==> src/rtl/io_select_sequencer.sv <==
// io_select_sequencer
//
// Shares a 74LS138-style 3-to-8 I/O device-select decoder between two bus
// requesters (0 = CPU I/O path, 1 = cassette/sound DMA path). Each granted
// access runs SETUP -> STROBE -> HOLD. The select code is stable for the
// whole access, so exactly one active-low decoder output pulses, and only
// while dec_g2an is low in STROBE. All outputs come straight from flops,
// so none of them can glitch.
//
// Parameters (0 is treated as 1, values above 15 are clamped to 15):
//   SETUP_CYCLES  : cycles the code is stable before the strobe (default 1)
//   STROBE_CYCLES : cycles the decoder is enabled (default 2)
//   HOLD_CYCLES   : cycles the code is held after the strobe (default 1)
//
// Ports:
//   clk, reset           : clock, synchronous active-high reset
//   req0/sel0/ack0       : requester 0 level request, device code, done pulse
//   req1/sel1/ack1       : requester 1 level request, device code, done pulse
//   dec_a/dec_b/dec_c    : decoder select code, bits 0/1/2 of the latched sel
//   dec_g1               : decoder active-high enable (access window)
//   dec_g2an             : decoder active-low enable A (strobe)
//   dec_g2bn             : decoder active-low enable B (access window)
//   busy                 : high whenever an access is in progress
//   grant                : owner of the current or most recent access
//
// Build option:
//   IO_SEQ_ROUND_ROBIN_EN : when defined, simultaneous requests alternate
//                           between requesters; otherwise req0 always wins.

module io_select_sequencer #(
  parameter int SETUP_CYCLES  = 1,
  parameter int STROBE_CYCLES = 2,
  parameter int HOLD_CYCLES   = 1
) (
  input  logic       clk,
  input  logic       reset,
  input  logic       req0,
  input  logic [2:0] sel0,
  output logic       ack0,
  input  logic       req1,
  input  logic [2:0] sel1,
  output logic       ack1,
  output logic       dec_a,
  output logic       dec_b,
  output logic       dec_c,
  output logic       dec_g1,
  output logic       dec_g2an,
  output logic       dec_g2bn,
  output logic       busy,
  output logic       grant
);

  function automatic logic [3:0] phase_len(input int v);
    if (v <= 1) begin
      return 4'd1;
    end else if (v >= 15) begin
      return 4'd15;
    end else begin
      return 4'(v);
    end
  endfunction

  localparam logic [3:0] SETUP_LEN  = phase_len(SETUP_CYCLES);
  localparam logic [3:0] STROBE_LEN = phase_len(STROBE_CYCLES);
  localparam logic [3:0] HOLD_LEN   = phase_len(HOLD_CYCLES);

  typedef enum logic [1:0] {
    IDLE   = 2'd0,
    SETUP  = 2'd1,
    STROBE = 2'd2,
    HOLD   = 2'd3
  } state_t;

  state_t     state_reg, state_next;
  logic [3:0] cnt_reg, cnt_next;
  logic [2:0] code_reg, code_next;
  logic       grant_reg, grant_next;
  logic       ack0_reg, ack0_next;
  logic       ack1_reg, ack1_next;
  logic       busy_reg, busy_next;
  logic       g1_reg, g1_next;
  logic       g2an_reg, g2an_next;
  logic       g2bn_reg, g2bn_next;
  logic       winner;
  logic       ack_fire;

`ifdef IO_SEQ_ROUND_ROBIN_EN
  // Remembers the most recently granted requester. Resets to 1 so that
  // requester 0 wins the first contested arbitration.
  logic       last_reg, last_next;

  always_comb begin
    if (req0 && req1) begin
      winner = ~last_reg;
    end else begin
      winner = req1 & ~req0;
    end
  end
`else
  always_comb begin
    winner = ~req0;
  end
`endif

  always_comb begin
    state_next = state_reg;
    cnt_next   = cnt_reg;
    code_next  = code_reg;
    grant_next = grant_reg;
`ifdef IO_SEQ_ROUND_ROBIN_EN
    last_next  = last_reg;
`endif

    case (state_reg)
      IDLE: begin
        if (req0 || req1) begin
          state_next = SETUP;
          cnt_next   = SETUP_LEN;
          code_next  = winner ? sel1 : sel0;
          grant_next = winner;
`ifdef IO_SEQ_ROUND_ROBIN_EN
          last_next  = winner;
`endif
        end
      end
      SETUP: begin
        if (cnt_reg == 4'd1) begin
          state_next = STROBE;
          cnt_next   = STROBE_LEN;
        end else begin
          cnt_next   = cnt_reg - 4'd1;
        end
      end
      STROBE: begin
        if (cnt_reg == 4'd1) begin
          state_next = HOLD;
          cnt_next   = HOLD_LEN;
        end else begin
          cnt_next   = cnt_reg - 4'd1;
        end
      end
      HOLD: begin
        if (cnt_reg == 4'd1) begin
          state_next = IDLE;
          cnt_next   = 4'd0;
        end else begin
          cnt_next   = cnt_reg - 4'd1;
        end
      end
      default: begin
        state_next = IDLE;
        cnt_next   = 4'd0;
      end
    endcase

    // Outputs are decoded from the next state and registered, so each
    // output flop already holds the value belonging to the cycle it is in.
    // The ack lands in the final HOLD cycle: HOLD with one count left.
    ack_fire  = (state_next == HOLD) && (cnt_next == 4'd1);
    ack0_next = ack_fire & ~grant_next;
    ack1_next = ack_fire & grant_next;
    busy_next = (state_next != IDLE);
    g1_next   = (state_next != IDLE);
    g2bn_next = (state_next == IDLE);
    g2an_next = (state_next != STROBE);
  end

  always_ff @(posedge clk) begin
    if (reset) begin
      state_reg <= IDLE;
      cnt_reg   <= 4'd0;
      code_reg  <= 3'd0;
      grant_reg <= 1'b0;
      ack0_reg  <= 1'b0;
      ack1_reg  <= 1'b0;
      busy_reg  <= 1'b0;
      g1_reg    <= 1'b0;
      g2an_reg  <= 1'b1;
      g2bn_reg  <= 1'b1;
`ifdef IO_SEQ_ROUND_ROBIN_EN
      last_reg  <= 1'b1;
`endif
    end else begin
      state_reg <= state_next;
      cnt_reg   <= cnt_next;
      code_reg  <= code_next;
      grant_reg <= grant_next;
      ack0_reg  <= ack0_next;
      ack1_reg  <= ack1_next;
      busy_reg  <= busy_next;
      g1_reg    <= g1_next;
      g2an_reg  <= g2an_next;
      g2bn_reg  <= g2bn_next;
`ifdef IO_SEQ_ROUND_ROBIN_EN
      last_reg  <= last_next;
`endif
    end
  end

  assign dec_a    = code_reg[0];
  assign dec_b    = code_reg[1];
  assign dec_c    = code_reg[2];
  assign dec_g1   = g1_reg;
  assign dec_g2an = g2an_reg;
  assign dec_g2bn = g2bn_reg;
  assign ack0     = ack0_reg;
  assign ack1     = ack1_reg;
  assign busy     = busy_reg;
  assign grant    = grant_reg;

endmodule

==> config.mk <==
export PLATFORM = sky130hd
export DESIGN_NAME = io_select_sequencer
export DESIGN_NICKNAME = d
export VERILOG_FILES = /design/src/rtl/io_select_sequencer.sv
export SDC_FILE = /design/constraint.sdc
export NUM_CORES = 1
export LEC_CHECK = 0
export CORE_MARGIN = 3
export CORE_UTILIZATION = 43
export CTS_CLUSTER_DIAMETER = 50
export DETAILED_ROUTE_END_ITERATION = 8
export GPL_TIMING_DRIVEN = 0
export PLACE_DENSITY_LB_ADDON = 0.15
export REMOVE_ABC_BUFFERS = 1
export SLEW_MARGIN = 15
export SYNTH_ARGS = -nofsm -noshare
export SYNTH_HDL_FRONTEND = slang
export SYNTH_SLANG_ARGS = --single-unit
==> constraint.sdc <==
create_clock -name clk -period 3.3 [get_ports clk]
set_input_delay 0.66 -clock clk [delete_from_list [all_inputs] [get_ports clk]]
set_output_delay 0.66 -clock clk [all_outputs]
set_load 0.05 [all_outputs]
==> run_results.csv <==
group,metric,value,unit
timing,fin_tns_setup,0,ns
timing,worst-slew-pin-transition,0.617,ns
global_routing,overflow,0,
status,status,"completed",
global_routing,grt_util_met1,21.3,%
logic_synthesis,synthAdderAreaFrac,3.44,%
logic_synthesis,ys.flop_type,"dfxtp_1",
die,die_area,0.00222,sq mm
global_routing,top_usage_layer,"met2",
timing,relSlewSlack,58.6,%
logic_synthesis,synth_top_family_by_area,"simple AND/OR/NAND/NOR gates",
timing,clock_skew,0.00388,ns
clock_network,post_cts_resized,0,
clock_network,cts_tree,"built",
global_routing,grt_pass1_vias,582,
global_routing,grt_usage,16.5,%
die,start_util,47.2,%
power_and_ir_drop,combPwrFrac,39.9,%
power_and_ir_drop,p_per_area,612,mW/mm^2
routing,drcViolationCount,0,
routing,wl,1510,um
logic_synthesis,synth_compound_area_share,18.4,%
power_and_ir_drop,ir_drop,368,uV
global_routing,grtUsageMet3,6.51,%
clock_network,cts-hold-fix-buffers,0,
logic_synthesis,synth_xor_area_share,1.20,%
timing,rsz0062_at_grt,"false",
die,row_count,14,
placed_design,placed_area,913,sq um
logic_synthesis,syn_inst,81,
power_and_ir_drop,p_seq_share,42.4,%
logic_synthesis,synth.distinct_cells,31,
routing,vias_per_cell,5.63,
logic_synthesis,syn-cell-area,727,sq um
global_routing,grt_pass1_wl,2480,um
routing,ant_nets,0,
logic_synthesis,yosysSeqAreaShare,41.3,%
timing,min_period,2.12,ns
cells_and_area,antenna_cells,0,
clock_network,root_buffer,"clkbuf_4",
timing,slew_violations,0,
setup_path,startpoint_type,"input pin",
power_and_ir_drop,p_int,0.000350,W
routing,firstDrtPassIters,4,
die,core-area,0.00154,sq mm
cells_and_area,fin_util,61.0,%
clock_network,insertion_delay,0.28,ns
setup_path,arrival,2.31,ns
timing,finalCritPeriodShare,64.3,%
global_routing,use_met2,24.7,%
placed_design,gp_congestion,0.796,
clock_network,cts_buffer_depth,2,
clock_network,cts_setup_buffers,0,
setup_path,endpoint_kind,"flop",
setup_path,crit_type,"in2reg",
routing,drt_iter0_drc,14,
routing,route.vias.total,647,
die,top_level_ports,20,
die,die_w,47.1,um
logic_synthesis,ys.warnings.count,0,
die,die_h,47.1,um
setup_path,crit_fanout,8,
cells_and_area,area_growth,29.3,%
power_and_ir_drop,power_frac_clock,17.7,%
placed_design,placed_cells,111,
setup_path,critPathRequiredTime,3.49,ns
logic_synthesis,yosys.area_share.simple,25.3,%
logic_synthesis,synth_edf_count,0,
worst_hold_path,hold_path.class,"reg2reg",
timing,finalSetupViolCount,0,
placed_design,port-buffer-count,19,
global_routing,grt_max_degree,14,
clock_network,htreeDepth,1,
power_and_ir_drop,sw_frac_of_total,39.1,%
routing,routedWlPerCell,13.1,um
cells_and_area,design_area,940,sq um
logic_synthesis,yosys_register_bits,15,
cells_and_area,drive_gt1_share,8.08,%
timing,hold_ws,0.514,ns
logic_synthesis,syn-mean-instance-area,8.97,sq um
logic_synthesis,synthArstFlopShare,0,%
logic_synthesis,synthMuxAreaShare,5.51,%
clock_network,cts_buffers,3,
cells_and_area,largest_reg_flops,4,
job,cap_violations,0,
cells_and_area,fin_cells,115,
global_routing,antenna_found_initial,0,
power_and_ir_drop,power.leakage,0.359,nW
clock_network,cts_sinks,15,
clock_network,path_clk_slew,0.08,ns
power_and_ir_drop,power.switching,0.000225,W
placed_design,hpwl,1120,um
cells_and_area,final_nets,112,
timing,max_freq,0.471,GHz
timing,hold_violations,0,
through the flow:
stage | total power (W) | worst slack (ns)
global route | 0.000616 | 1.05
CTS | 0.000580 | 1.15
floorplan | 0.000406 | 1.71
global placement | 0.000470 | 0.915
finish | 0.000575 | 1.18
detailed placement | 0.000475 | 0.886
routing by layer:
metal	share of wire, %	wire length [um]
met3	7.0	106
met4	0.93	14
met1	47	713
met2	45	675
met5	0	0
cells in the final DEF (no fill, tap or decap), types with 3 or more instances in the layout:
| cell | Yosys | routed |
|---|---|---|
| a211oi_1 | 4 | 4 |
| a21oi_1 | 4 | 4 |
| clkbuf_4 | 0 | 3 |
| clkdlybuf4s50_1 | 0 | 19 |
| dfxtp_1 | 15 | 15 |
| inv_1 | 3 | 3 |
| mux2i_1 | 4 | 4 |
| nand2_1 | 5 | 5 |
| nor2_1 | 12 | 12 |
| nor3_1 | 4 | 4 |
final cells by class:
class / instances / area (sq um)
well taps: 16 / 20.0
fillers: 133 / 602
multi-input cells: 58 / 392
inverters: 3 / 11.3
repair buffers: 19 / 190
clock buffers: 4 / 26.3
flip-flops and latches: 15 / 300
logic make-up (layout without fill, tap and decap cells):
| logic type | after synthesis | count (layout) |
|---|---|---|
| AND/OR/NAND/NOR | 32 | 32 |
| AO/OA/AOI/OAI | 19 | 19 |
| flip-flops | 15 | 15 |
| buffers and inverters | 8 | 26 |
| multiplexers | 4 | 4 |
| adder cells (fa/ha/maj) | 2 | 2 |
| XOR/XNOR | 1 | 1 |
final timing paths:
kind / startpoint / depth (start not counted) / endpoint / slack (ns)
worst min register to register: code_reg[2] / 2 / code_reg[2] / 0.51
worst max register to register: cnt_reg[1] / 6 / ack1 / 1.51
worst min-delay path: code_reg[2] / 2 / code_reg[2] / 0.51
worst max-delay path: req0 / 5 / ack1 / 1.18
synthesized netlist by cell type (2+ instances only):
| cell type | instances | area [sq um] |
|---|---|---|
| nor3_1 | 4 | 20.0 |
| inv_1 | 3 | 11.3 |
| a21oi_1 | 4 | 20.0 |
| mux2i_1 | 4 | 40.0 |
| clkbuf_1 | 3 | 11.3 |
| nor2_1 | 12 | 45.0 |
| a21o_1 | 2 | 15.0 |
| nand2b_1 | 2 | 12.5 |
| nor4_1 | 2 | 12.5 |
| o21ai_0 | 2 | 10.0 |
| nand2_1 | 5 | 18.8 |
| ha_1 | 2 | 25.0 |
| a211oi_1 | 4 | 30.0 |
| dfxtp_1 | 15 | 300 |
critical path: stages:
cell,delay (ns)
clkdlybuf4s50_1,0.67
or4_1,0.18
o21ai_1,0.09
a2111o_1,0.47
nor4_1,0.24
power groups by stage:
| stage | sequential, W | clock (W) | combinational, W |
|---|---|---|---|
| 2_1_floorplan | 0.000290 | 0 | 0.000116 |
| 3_3_place_gp | 0.000246 | 0 | 0.000224 |
| 3_5_place_dp | 0.000248 | 0 | 0.000228 |
| 4_1_cts | 0.000243 | 0.000106 | 0.000230 |
| 5_1_grt | 0.000250 | 0.000115 | 0.000251 |
| 6_report | 0.000244 | 0.000102 | 0.000229 |
Power figures use the tool's default switching activity.
